<file path="config.mk">
export PLATFORM = sky130hd
export DESIGN_NAME = color_blob_locator
export DESIGN_NICKNAME = d
export VERILOG_FILES = /design/src/rtl/color_blob_locator.sv
export SDC_FILE = /design/constraint.sdc
export NUM_CORES = 1
export LEC_CHECK = 0
export ABC_AREA = 1
export BUFFER_PORTS_ARGS = -buffer_cell sky130_fd_sc_hd__buf_2
export CORE_ASPECT_RATIO = 1.1
export CORE_UTILIZATION = 55
export DETAILED_ROUTE_END_ITERATION = 8
export GPL_TIMING_DRIVEN = 0
export PLACE_DENSITY = 0.75
export SYNTH_ARGS = -nofsm -noshare
export SYNTH_HDL_FRONTEND = slang
export SYNTH_SLANG_ARGS = --single-unit
</file>
<file path="constraint.sdc">
create_clock -name clk_100M -period 4.1 [get_ports clk_100M]
set_clock_uncertainty 0.15 [all_clocks]
set_input_delay 0.82 -clock clk_100M [delete_from_list [all_inputs] [get_ports clk_100M]]
set_output_delay 0.82 -clock clk_100M [all_outputs]
set_load 0.005 [all_outputs]
</file>
<file path="src/rtl/color_blob_locator.sv">
`default_nettype none
// ============================================================================
// Module   : color_blob_locator
// Brief    : Classifies CrCb pixels against a reference colour, accumulates
//            blob coordinate sums per frame and computes the centroid with a
//            32-cycle restoring divider. Optional mask output: COLOR_BLOB_MASK_OUT_EN.
// Revision : 1.0 - initial release
// ============================================================================
module color_blob_locator #(
    parameter int H_ACTIVE  = 320,
    parameter int V_ACTIVE  = 240,
    parameter int TOL       = 16,
    parameter int MIN_COUNT = 64
) (
    input  logic        clk_100M,
    input  logic        rst_p,
    input  logic        en,
    input  logic        shift_clk_en,
    input  logic [15:0] CrCb,
    input  logic [11:0] pixel_x,
    input  logic [11:0] pixel_y,
    input  logic [15:0] color_sample,
    output logic [11:0] ball_x,
    output logic [11:0] ball_y,
    output logic        ball_found,
    output logic        ball_valid,
    output logic        busy,
    output logic        overrun
`ifdef COLOR_BLOB_MASK_OUT_EN
    ,
    output logic        match_mask,
    output logic        match_mask_valid
`endif
);

    typedef enum logic [1:0] {
        S_IDLE   = 2'd0,
        S_DIVIDE = 2'd1,
        S_DONE   = 2'd2
    } state_t;

    state_t      state_q, state_d;
    logic [5:0]  iter_q;

    logic [31:0] sum_x_q, sum_y_q;
    logic [16:0] count_q;

    logic [31:0] qx_q, qy_q;
    logic [16:0] rx_q, ry_q;
    logic [16:0] div_q;
    logic        det_q;

    logic [11:0] ball_x_q, ball_y_q;
    logic        ball_found_q, ball_valid_q, overrun_q;

    // ---------------- pixel classification ----------------
    logic [7:0]  w_cr, w_cb, w_cr_ref, w_cb_ref, w_dcr, w_dcb;
    logic        w_match, w_qualify, w_frame_end;
    logic [31:0] w_sum_x_next, w_sum_y_next;
    logic [16:0] w_count_next;

    assign w_cr     = CrCb[15:8];
    assign w_cb     = CrCb[7:0];
    assign w_cr_ref = color_sample[15:8];
    assign w_cb_ref = color_sample[7:0];
    assign w_dcr    = (w_cr >= w_cr_ref) ? (w_cr - w_cr_ref) : (w_cr_ref - w_cr);
    assign w_dcb    = (w_cb >= w_cb_ref) ? (w_cb - w_cb_ref) : (w_cb_ref - w_cb);
    assign w_match  = (w_dcr <= 8'(TOL)) && (w_dcb <= 8'(TOL));

    assign w_qualify   = shift_clk_en && en && w_match &&
                         (pixel_x < 12'(H_ACTIVE)) && (pixel_y < 12'(V_ACTIVE));
    assign w_frame_end = shift_clk_en && (pixel_x == 12'(H_ACTIVE - 1)) &&
                         (pixel_y == 12'(V_ACTIVE - 1));

    // Snapshot includes the frame-end pixel's own contribution.
    assign w_sum_x_next = sum_x_q + (w_qualify ? 32'(pixel_x) : 32'd0);
    assign w_sum_y_next = sum_y_q + (w_qualify ? 32'(pixel_y) : 32'd0);
    assign w_count_next = count_q + (w_qualify ? 17'd1 : 17'd0);

    // ---------------- restoring divider step ----------------
    logic [17:0] w_trial_x, w_trial_y;
    logic        w_ge_x, w_ge_y;
    logic [16:0] w_rem_x, w_rem_y;

    assign w_trial_x = {rx_q, qx_q[31]};
    assign w_trial_y = {ry_q, qy_q[31]};
    assign w_ge_x    = w_trial_x >= {1'b0, div_q};
    assign w_ge_y    = w_trial_y >= {1'b0, div_q};
    // Remainder always stays below the divisor, so 17 bits suffice.
    assign w_rem_x   = w_ge_x ? (w_trial_x[16:0] - div_q) : w_trial_x[16:0];
    assign w_rem_y   = w_ge_y ? (w_trial_y[16:0] - div_q) : w_trial_y[16:0];

    // ---------------- FSM ----------------
    always_comb begin
        state_d = state_q;
        case (state_q)
            S_IDLE:   if (w_frame_end) state_d = S_DIVIDE;
            S_DIVIDE: if (iter_q == 6'd32) state_d = S_DONE;
            S_DONE:   state_d = S_IDLE;
            default:  state_d = S_IDLE;
        endcase
    end

    always_ff @(posedge clk_100M) begin
        if (rst_p) state_q <= S_IDLE;
        else       state_q <= state_d;
    end

    // ---------------- accumulators ----------------
    always_ff @(posedge clk_100M) begin
        if (rst_p || w_frame_end) begin
            sum_x_q <= 32'd0;
            sum_y_q <= 32'd0;
            count_q <= 17'd0;
        end else begin
            sum_x_q <= w_sum_x_next;
            sum_y_q <= w_sum_y_next;
            count_q <= w_count_next;
        end
    end

    // ---------------- divider and result registers ----------------
    always_ff @(posedge clk_100M) begin
        if (rst_p) begin
            iter_q       <= 6'd0;
            qx_q         <= 32'd0;
            qy_q         <= 32'd0;
            rx_q         <= 17'd0;
            ry_q         <= 17'd0;
            div_q        <= 17'd0;
            det_q        <= 1'b0;
            ball_x_q     <= 12'd0;
            ball_y_q     <= 12'd0;
            ball_found_q <= 1'b0;
            ball_valid_q <= 1'b0;
            overrun_q    <= 1'b0;
        end else begin
            ball_valid_q <= 1'b0;
            if (w_frame_end && state_q != S_IDLE) overrun_q <= 1'b1;
            case (state_q)
                S_IDLE: begin
                    if (w_frame_end) begin
                        qx_q   <= w_sum_x_next;
                        qy_q   <= w_sum_y_next;
                        rx_q   <= 17'd0;
                        ry_q   <= 17'd0;
                        div_q  <= w_count_next;
                        det_q  <= (w_count_next >= 17'(MIN_COUNT));
                        iter_q <= 6'd0;
                    end
                end
                S_DIVIDE: begin
                    if (iter_q != 6'd32) begin
                        iter_q <= iter_q + 6'd1;
                        // Small counts skip the arithmetic entirely; no divide by zero.
                        if (det_q) begin
                            qx_q <= {qx_q[30:0], w_ge_x};
                            qy_q <= {qy_q[30:0], w_ge_y};
                            rx_q <= w_rem_x;
                            ry_q <= w_rem_y;
                        end
                    end
                end
                S_DONE: begin
                    ball_valid_q <= 1'b1;
                    ball_found_q <= det_q;
                    if (det_q) begin
                        ball_x_q <= qx_q[11:0];
                        ball_y_q <= qy_q[11:0];
                    end
                end
                default: ;
            endcase
        end
    end

    assign ball_x     = ball_x_q;
    assign ball_y     = ball_y_q;
    assign ball_found = ball_found_q;
    assign ball_valid = ball_valid_q;
    assign busy       = (state_q == S_DIVIDE);
    assign overrun    = overrun_q;

`ifdef COLOR_BLOB_MASK_OUT_EN
    logic match_mask_q, match_mask_valid_q;

    always_ff @(posedge clk_100M) begin
        if (rst_p) begin
            match_mask_q       <= 1'b0;
            match_mask_valid_q <= 1'b0;
        end else begin
            match_mask_q       <= w_match && en;
            match_mask_valid_q <= shift_clk_en;
        end
    end

    assign match_mask       = match_mask_q;
    assign match_mask_valid = match_mask_valid_q;
`endif

endmodule
`default_nettype wire

</file>
* Word-level counts from Yosys, hierarchy flattened
Cells that the tools add are included.
** Storage, ports and cells
- Output and inout bits :: 28
- Logic and storage cells :: 91
- Bits of input ports :: 60
- Register bits after elaboration :: 232
** Operators by class
- Mux-type cells :: 29
- Reductions and logical operators :: 17
- Magnitude comparators :: 9
- Equality and inequality tests :: 10
- Add/subtract/negate cells :: 10
** Operator list (number)
- $mux 32 :: 6
- $pmux 32 s2 :: 2
- $mux 17 :: 7
- $pmux 17 s2 :: 2
- $add 32x12->32 :: 2
- $ge 18x17->1 :: 2
- $sub 17x17->17 :: 2
- $sub 8x8->8 :: 4
- $mux 12 :: 2
- $add 17x1->17 :: 1
- $ge 17x7->1 const B :: 1
- $ge 8x8->1 :: 2
- $le 8x5->1 const B :: 2
- $mux 8 :: 2
- $eq 12x8->1 const B :: 1
- $eq 12x9->1 const B :: 1
- $lt 12x8->1 const B :: 1
- $lt 12x9->1 const B :: 1
- $mux 6 :: 2
- $pmux 6 s2 :: 1
- $logic_and 1x1->1 :: 8
- $add 6x1->6 const B :: 1
- $eq 6x6->1 const B :: 1
- $ne 2x1->1 const B :: 3
- other kinds (13) :: 18

* Logic depth before layout (Yosys ltp)
Gate-level depths: netlist of run 1.
- Depth after elaboration :: 11
- Mapped depth :: 31
- Gate-level depth less buffers :: 30

* Worst setup path after synthesis of run 1
No wires, ideal clock.
- Kind :: in2reg
- Start :: input port CrCb[2]
- End :: register qx_q[18]
- Slack :: -77 ps
- Required time :: 3822 ps
- Stages :: 30
- Data arrival time :: 3899 ps
- Cell sequence :: inv_1 -> ha_1 -> buf_2 -> a21oi_1 -> nand2_1 -> nand2_1 -> nand2_1 -> nand2_1 -> nand2_1 -> nor2_1 -> nand4_1 -> nand2_1 -> nand3_2 -> buf_2 -> nor2_1 -> ha_1 -> inv_1 -> fa_1 -> inv_1 -> nand3_1 -> nand3_1 -> nand2_1 -> nand2_1 -> nand2_1 -> nand2_1 -> nand3_1 -> nand2_1 -> nor2_1 -> nor2_1 -> nor2_1
** On the way
- Longest elaborated chain between the ends :: 11
** RTL lines
- from (decl) :: line 19 : input logic [15:0] CrCb,
- $sub 8x8->8 or $ge 8x8->1 (tied branches) :: line 67 : assign w_dcb = (w_cb >= w_cb_ref) ? (w_cb - w_cb_ref) : (w_cb_ref - w_cb);
- $mux 8 (*) :: line 67
- $le 8x5->1 (*) :: line 68 : assign w_match = (w_dcr <= 8'(TOL)) && (w_dcb <= 8'(TOL));
- $logic_and 1x1->1 (*) :: line 68
- $logic_and 1x1->1 (*) (2 in series) :: line 70 : assign w_qualify = shift_clk_en && en && w_match &&
- $logic_and 1x1->1 (*) :: line 71 : (pixel_x < 12'(H_ACTIVE)) && (pixel_y < 12'(V_ACTIVE));
- $mux 12 (*) :: line 76 : assign w_sum_x_next = sum_x_q + (w_qualify ? 32'(pixel_x) : 32'd0);
- $add 32x12->32 (*) :: line 76
- $mux 32 (*) :: line 142 : if (w_frame_end) begin
- $pmux 32 s2 (*) :: line 140 : case (state_q)
- to (signal assigned) :: line 143 : qx_q <= w_sum_x_next;
- to (signal assigned) :: line 157 : qx_q <= {qx_q[30:0], w_ge_x};
- to (decl) :: line 48 : logic [31:0] qx_q, qy_q;
Every way passes the cells marked *; elsewhere a longest branch is shown, timed or not. The select of a mux whose other input is x is not followed.
A chain may end at the register's enable or synchronous reset.

* Worst setup path after layout of run 1
- Start :: input port CrCb[9]
- End :: register qx_q[28]
** On the way
- Longest elaborated chain between the ends :: 11
** RTL lines
- $sub 8x8->8 or $ge 8x8->1 (tied branches) :: line 66 : assign w_dcr = (w_cr >= w_cr_ref) ? (w_cr - w_cr_ref) : (w_cr_ref - w_cr);
- $mux 8 (*) :: line 66
- $le 8x5->1 (*) :: line 68
- $logic_and 1x1->1 (*) :: line 68
- $logic_and 1x1->1 (*) (2 in series) :: line 70
- $logic_and 1x1->1 (*) :: line 71
- $mux 12 (*) :: line 76
- $add 32x12->32 (*) :: line 76
- $mux 32 (*) :: line 142
- $pmux 32 s2 (*) :: line 140
Marks and branches as above.

==> results of run 1 <==
repair_timing:
item	CTS	global route
pin swaps	2	24
cloned	0	1
setup buffers	6	10
endpoints found under the setup margin	29	106
resized for setup	12	99
sequential cells by signal, summed over array words and instances, names as in the netlist, 12 cells and up:
signal   flops
sum_y_q     32
qy_q        32
qx_q        32
ball_x      12
ry_q        17
count_q     17
rx_q        17
sum_x_q     32
ball_y      12
div_q       17
per-stage QoR:
step	power (W)	setup WS, ps	hold WS [ps]	util
CTS	0.005358	8.047	294.1	0.6368
global placement	0.002758	-929.7	281.7	0.5969
floorplan	0.002630	13.64	290.2	-
finish	0.005381	113.6	293.8	0.6554
global route	0.005548	-56.92	320.7	0.6554
detailed placement	0.002768	-978.3	283.9	0.5969
worst paths after layout:
check | start | end | slack, ps | depth (start not counted)
setup / recovery | CrCb[9] | qx_q[28] | 110 | 26
hold / removal | ball_y[9] | ball_y[9] | 290 | 2
setup reg to reg | qx_q[31] | rx_q[11] | 1160 | 14
hold reg to reg | ball_y[9] | ball_y[9] | 290 | 2
cells in the final DEF (no fill, tap or decap), types with 5 or more instances in the layout:
cell,count
a21oi_1,163
a21oi_2,13
and2_1,7
and3_1,5
buf_2,99
buf_4,15
clkbuf_1,48
clkbuf_16,27
conb_1,7
dfxtp_1,232
ha_1,72
ha_2,7
ha_4,13
inv_1,336
inv_2,6
nand2_1,728
nand2_2,17
nand3_1,195
nand3_2,13
nand3b_1,57
nand4_1,29
nor2_1,258
nor2_2,12
nor3_1,33
nor3b_1,12
o211ai_1,5
o21ai_0,76
o21ai_1,6
o22ai_1,17
or2_2,7
xnor2_1,26
xor2_1,12
power by group through the flow:
stage	registers, W	clock network [W]	logic [W]
6_report	0.00228	0.00261	0.000493
5_1_grt	0.00228	0.00272	0.000547
4_1_cts	0.00228	0.00263	0.000445
3_5_place_dp	0.00233	0	0.000438
3_3_place_gp	0.00233	0	0.000429
2_1_floorplan	0.00233	0	0.000303
layer usage:
layer	vias to the layer above	part of all wire	global-route usage
met5	-	0	0
met4	0	0.037	0.1246
met3	94	0.056	0.02765
met2	474	0.48	0.5900
met1	7501	0.42	0.4021
li1	8091	-	-
logic make-up after synthesis:
family,Yosys count
xor gates and xnor gates,41
buffers and inverters,410
other,1
AOI/OAI and AO/OA,289
DFF,232
and+or+nand+nor,1387
adders and majority gates,96
layout make-up:
| cell class | count | area (um^2) | share of cell area |
|---|---|---|---|
| Timing Repair Buffer | 104 | 585.6 | 0.03295 |
| Tap cell | 357 | 446.7 | 0.02514 |
| Multi-Input combinational cell | 1820 | 9533 | 0.5364 |
| Clock inverter | 18 | 249.0 | 0.01401 |
| Buffer | 67 | 307.8 | 0.01732 |
| Inverter | 342 | 1284 | 0.07224 |
| Sequential cell | 232 | 4644 | 0.2614 |
| Clock buffer | 31 | 720.7 | 0.04055 |
critical path: stages:
cell	delay [ps]
buf_2	100
inv_1	40
ha_1	350
nand2_1	130
nor2_1	50
o21ai_0	240
nand3_1	100
nand2_1	100
nand4_1	110
nand2_2	150
nand3_4	130
buf_12	190
nor2_1	100
ha_2	190
inv_1	50
fa_2	360
inv_2	70
nand3_1	70
nand3_2	100
nand3_1	120
nand3_4	140
nand2_1	70
nand2_1	90
nand2_1	160
a21oi_2	170
nor2_1	40
==> flow_summary.toml, run 1 <==
[power]
sw_frac_of_total = 0.2602
p_leak_nw = 8.460
p_seq_frac = 0.424
power_density_nw_per_um2 = 302.8
switchingPower_w = 0.001400
peakVddDrop_uv = 341.6
p_int_w = 0.003981
p_comb_frac = 0.092
power.share.clock = 0.485

[finish]
nFillCells = 2571
final_net_count = 2750
finalNonFillerCells = 2971
post-route-cell-area_um2 = 17770
diodes = 0
area_growth_pct = 16.46
drive_gt1_frac = 0.1052

[synth]
synth.area.top_cells = "dfxtp_1 30%, nand2_1 18%, inv_1 8.3%"
yosys.area.top_type = "dfxtp_1"
yosys_warnings = 0
avgSynthCellArea_um2 = 6.213
synth-seq-cells = 232
synth-compound-area-share = 0.09897
yosysMostFrequentCell = "nand2_1"
synth_fa_ha_area_frac = 0.08068
synth_edf_count = 0
synth_top_family_by_area = "simple AND/OR/NAND/NOR gates"
ys_seq_area_frac = 0.3044
ys_types = 39
synth-simple-area-share = 0.3890
synthArstFlopShare = 0
synth_flop_cell = "dfxtp_1"
yosys.area.top_type_share = 0.3044
syn_area_um2 = 15260
synth-xor-area-share = 0.02353
synthCells = 2456
synth_mux_area_frac = 0
synthTopCellsByCount = "743 x nand2_1, 339 x inv_1, 272 x nor2_1, 232 x dfxtp_1, 209 x nand3_1"

[timing]
maxSlewViolCount = 0
layout_worst_path_cycle_share = 0.9723
setup_viol = 0
finalHoldViolations = 0
slew_headroom = 0.3980
fin_tns_setup_ps = 0
period_needed_ps = 3986
tightest_slew_ps = 903.1
fmax_mhz = 250.9

[clocking]
hold_buffers = 0
htreeDepth = 1
cts_buffers = 27
clk_path_buf_depth = 3
path_clk_slew_ps = 70
clkSinkCount = 232
cts-root-buf = "clkbuf_16"
clock_latency_ps = 560
cts_tree = "yes"

[worst_hold_path]
hold_class = "reg -> reg"

[routing]
vias = 16160
wl_per_cell_um = 16.00
drt_iter0_drc = 1304
viasPerCell = 5.439
ant_nets = 0
first_pass_iters = 5
drc_errors = 0
wl_mm = 47.54

[setup_path]
crit_required_ps = 4380
crit_type = "in -> reg"
path_max_fanout = 8
arrival_ps = 4270
start_kind = "input pin"
crit_path_end_kind = "flip-flop"

[grt]
grt_pass1_vias = 14900
grt_pass1_wl_mm = 74.13
antenna_found_initial = 0
grt_start_max_net_pins = 16
grt_usage = 0.3267
grt-ovfl-total = 0

[placement]
post-dp-hpwl_mm = 36.61
place_area_um2 = 16190
place_inst = 2906
io_buffers = 87
gp_congestion = 0.9564

[die]
die_w_um = 160.8
ios = 88
die_h_um = 176.7
design.core.area_um2 = 27120
fp.dieArea_um2 = 28420
rows = 63
start_util = 0.5628

[job]
max_cap_viol_count = 0

[status]
run_status = "finished, final reports clean"
(Power assumes the default switching activity.)
==> inputs of run 2 (changes only) <==
CORE_ASPECT_RATIO = 0.9   (was 1.1)
==> run 2 against run 1 <==
  * Die area is essentially flat
  * Sequential share of layout area grew 0.42 points
  * Non-clock buffer count shrank 4
  * Worst hold slack gained 5.3 ps
  * Flip-flop and latch count is the same
  * Sequential power is essentially flat
  * Total power shrank 8.0%
  * Clock-buffer cell count grew 3
  * Worst setup slack gained 32 ps
  * Wire length shrank 2.6%
  * Combinational power grew 3%
  * First-iteration DRC count grew 16%
  * Largest cell class unchanged
==> flow_summary.toml, run 2 (synthesis gave the netlist of run 1 again) <==
[status]
run_status = "finished, final reports clean"

[worst_hold_path]
hold_end = "ball_x[7]"
min_from = "ball_x[7]"
hold_class = "reg -> reg"
holdPathStages = 2

[grt]
grt-ovfl-total = 0
antenna_found_initial = 1
grt_pass1_wl_mm = 72.44
grt_start_max_net_pins = 15
grt_usage = 0.3174
grt_pass1_vias = 14620

[power]
switchingPower_w = 0.001285
p_comb_frac = 0.102
p_int_w = 0.003663
p_seq_frac = 0.461
power.share.clock = 0.437
p_leak_nw = 8.339
peakVddDrop_uv = 249.6
power_density_nw_per_um2 = 282.9
sw_frac_of_total = 0.2597

[die]
die_h_um = 160.0
fp.dieArea_um2 = 28420
start_util = 0.5631
ios = 88
die_w_um = 177.6
rows = 57
design.core.area_um2 = 27100

[finish]
layout_commonest_cell = "nand2_1"
diodes = 0
final_util = 0.6453
post-route-cell-area_um2 = 17490
finalNonFillerCells = 2957
nFillCells = 2591
layout_common_cells = "722 x nand2_1, 330 x inv_1, 261 x nor2_1"
drive_gt1_frac = 0.1014
final_net_count = 2743
area_growth_pct = 14.61
multi_input_area_um2 = 9518
register_area_um2 = 4644

[routing]
drc_errors = 0
vias = 16110
wl_per_cell_um = 15.65
viasPerCell = 5.449
wl_mm = 46.29
drt_iter0_drc = 1518
ant_nets = 0
first_pass_iters = 6

[timing]
period_needed_ps = 3955
finalHoldViolations = 0
tightest_slew_ps = 909.4
setup_viol = 0
maxSlewViolCount = 0
fin_tns_setup_ps = 0
layout_worst_path_cycle_share = 0.9646
rsz0062_at_grt = "true"
fin_ws_ps = 145.3
slew_headroom = 0.3938
fmax_mhz = 252.9

[clocking]
htreeDepth = 1
hold_buffers = 0
cts_buffers = 24
clk_path_buf_depth = 3
clkSinkCount = 232
path_clk_slew_ps = 60
cts_tree = "yes"
clock_latency_ps = 540
cts-root-buf = "clkbuf_16"

[placement]
dp_slack_ps = -913.0
post-dp-hpwl_mm = 35.59
io_buffers = 87
place_inst = 2903
place_area_um2 = 16180
gp_congestion = 0.9370

[setup_path]
r2r_cells = 14
start_kind = "input pin"
arrival_ps = 4200
crit_path_end_kind = "flip-flop"
slowest_stage = "fa_2"
path_max_fanout = 5
r2r-end = "rx_q[11]"
crit_type = "in -> reg"
crit_required_ps = 4350
cpMostUsedCell = "nand2_1"
worstReg2RegStart = "qx_q[31]"
critPathMaxStageDelay_ps = 410
r2r_setup_slack_ps = 1160

[job]
max_cap_viol_count = 0
==> run 2: power by group through the flow <==
stage,logic [W],clock network [W],registers [W]
after global routing,0.000563,0.00226,0.00228
final,0.000507,0.00216,0.00228
after detailed placement,0.000436,0,0.00233
after global placement,0.000428,0,0.00233
after CTS,0.000443,0.00217,0.00228
after floorplan,0.000303,0,0.00233
==> run 2: worst max-delay path, delay by kind of cell <==
| family | cells | cell delay (ps) |
|---|---|---|
| AND/OR/NAND/NOR | 17 | 1650 |
| buffers and inverters | 5 | 400 |
| adder cells (fa/ha/maj) | 3 | 760 |
| AO/OA/AOI/OAI | 3 | 570 |
==> run 2: layout make-up <==
class                   count  share of cell area
flip-flops and latches    232              0.2656
repair buffers            100             0.03105
clock buffers              34             0.03885
clock inverters             8            0.004149
well taps                 354             0.02533
multi-input cells        1820              0.5442
plain buffers              67             0.01731
inverters                 342             0.07354
==> run 2: how the worst max path moves through the flow <==
stage                   from  endpoint  depth (start not counted)
global route         CrCb[2]  qy_q[30]                         28
CTS                  CrCb[2]     det_q                         27
finish               CrCb[2]  qy_q[30]                         28
floorplan            CrCb[2]  qx_q[18]                         30
global placement    CrCb[10]  qy_q[18]                         25
detailed placement  CrCb[10]  qy_q[18]                         25
==> run 2: metrics by stage <==
step	power [W]	hold slack (ps)
after floorplan	0.002630	290.2
after global placement	0.002757	284.4
after detailed placement	0.002766	285.6
after CTS	0.004889	300.4
after global routing	0.005098	315.0
final	0.004948	299.1
==> run 2: metal layers <==
layer  global-route usage  routed length (um)  vias up
met2               0.5316               21470      543
li1                     -                   -     8073
met4               0.1208                1768        0
met3              0.03405                3017      106
met1               0.4176               20020     7391
met5                    0                   0        -
==> run 2: timing repair <==
action | 4_1_cts | 5_1_grt
gates cloned | 0 | 1
setup endpoints to repair | 36 | 103
buffers inserted | 4 | 8
pin swaps | 5 | 30
resized for setup | 16 | 106
==> inputs of run 3 (changes only) <==
MAX_ROUTING_LAYER = met4   (was not set)
==> run 3 against run 2 <==
  * Final cell count grew 0.27%
  * Fmax rose by 1.2%
  * First-iteration DRC count decreased by 15%
  * Clock power up 6%
  * Critical path type unchanged
  * Highest routed layer unchanged
==> flow_summary.toml, run 3 (synthesis gave the netlist of run 1 again) <==
[finish]
diodes = 0
final_util = 0.6481
area_growth_pct = 15.10
layout_common_cells = "720 x nand2_1, 333 x inv_1, 260 x nor2_1"
nFillCells = 2560
layout_commonest_cell = "nand2_1"
finalNonFillerCells = 2965
final_net_count = 2749
drive_gt1_frac = 0.1042

[routing]
wl_met2_mm = 20.91
m1WireLength_mm = 20.14
wl_mm = 45.62
viasPerCell = 5.411
ant_nets = 0
drt_iter0_drc = 1283
drc_errors = 0
wl_per_cell_um = 15.38
vias = 16050
first_pass_iters = 6
highest_layer = "met4"
wl_met3_mm = 2.466

[die]
die_w_um = 177.6
rows = 57
start_util = 0.5631
design.core.area_um2 = 27100
die_h_um = 160.0
fp.dieArea_um2 = 28420
ios = 88

[clocking]
clock_latency_ps = 530
cts_buffers = 24
htreeDepth = 1
path_clk_slew_ps = 60
clk_path_buf_depth = 3
clkSinkCount = 232
hold_buffers = 0
cts_tree = "yes"
cts-root-buf = "clkbuf_16"

[setup_path]
worstReg2RegStart = "qx_q[31]"
arrival_ps = 4210
cpLargestDelayFamily = "simple AND/OR/NAND/NOR gates"
crit_required_ps = 4400
start_kind = "input pin"
crit_path_end_kind = "flip-flop"
cp.depth = 29
r2r_cells = 14
cpMostUsedCell = "nand2_1"
crit_start = "CrCb[2]"
critPathMaxStageDelay_ps = 400
r2r-end = "rx_q[13]"
r2r_setup_slack_ps = 1120
endpoint = "qy_q[18]"
critical_path_buf_inv_count = 5
path_max_fanout = 5
slowest_stage = "fa_2"
crit_type = "in -> reg"

[timing]
layout_worst_path_cycle_share = 0.9527
setup_viol = 0
rsz0062_at_grt = "true"
fmax_mhz = 256.0
tightest_slew_ps = 918.6
finalHoldViolations = 0
slew_headroom = 0.3876
maxSlewViolCount = 0
period_needed_ps = 3906

[power]
peakVddDrop_uv = 346.6
p_leak_nw = 8.388
power_density_nw_per_um2 = 288.3
total_power_w = 0.005064

[placement]
io_buffers = 87
post-dp-hpwl_mm = 35.42
gp_congestion = 0.9544
place_inst = 2903

[grt]
grt_start_max_net_pins = 16
grt_usage = 0.3258
antenna_found_initial = 0
grt_pass1_vias = 14780
grt_pass1_wl_mm = 72.63
grt-ovfl-total = 0

[worst_hold_path]
hold_class = "reg -> reg"

[job]
max_cap_viol_count = 0

[status]
run_status = "finished, final reports clean"
## run 3: tightest hold or removal path, cell delays in order, from the launching register on
cell	delay [ps]
dfxtp_1	310
inv_1	40
a21oi_1	50
## run 3: routing by layer
metal,vias to the layer above,global-route usage
met3,102,0.04190
met5,-,-
met4,0,0.1340
li1,8092,-
met1,7380,0.4062
met2,471,0.5293
## run 3: layout make-up
type | count | area, um^2 | share of cell area
multi-input cells | 1820 | 9494 | 0.5405
flip-flops and latches | 232 | 4644 | 0.2644
inverters | 342 | 1284 | 0.07309
clock buffers | 34 | 699.4 | 0.03982
repair buffers | 106 | 575.6 | 0.03277
well taps | 354 | 442.9 | 0.02522
plain buffers | 67 | 302.8 | 0.01724
clock inverters | 10 | 121.4 | 0.006910
## run 3: repair_timing
| action | in CTS | in global routing |
|---|---|---|
| buffers inserted | 7 | 11 |
| endpoints found under the setup margin | 36 | 98 |
| gates cloned | 0 | 1 |
| pin swaps | 5 | 21 |
| gates resized for setup | 19 | 98 |
## run 3: worst min-delay path by stage
stage | from | endpoint | slack [ps] | cells past startpoint
3_3_place_gp | ball_x[6] | ball_x[6] | 280 | 2
2_1_floorplan | ball_x[0] | ball_x[0] | 290 | 2
5_1_grt | ball_x[4] | ball_x[4] | 310 | 2
6_report | ball_x[9] | ball_x[9] | 290 | 2
3_5_place_dp | ball_x[4] | ball_x[4] | 290 | 2
4_1_cts | ball_x[4] | ball_x[4] | 300 | 2
## run 3: power breakdown
group          internal (W)  total [W]  switching [W]  leakage, nW
clock network       0.00132    0.00229       0.000964        0.388
registers           0.00227    0.00228      0.0000100         1.87
logic              0.000175   0.000497       0.000322         6.13
## run 3: per-stage QoR
| step | TNS (ps) | setup WS, ps | cell area [um^2] | hold WS (ps) |
|---|---|---|---|---|
| floorplan | 0 | 13.64 | 15300 | 290.2 |
| global placement | -44850 | -864.6 | 16180 | 283.4 |
| detailed placement | -47970 | -905.0 | 16180 | 286.6 |
| CTS | 0 | 1.001 | 17110 | 297.4 |
| global route | -216.0 | -59.27 | 17560 | 312.7 |
| finish | 0 | 193.8 | 17560 | 294.0 |
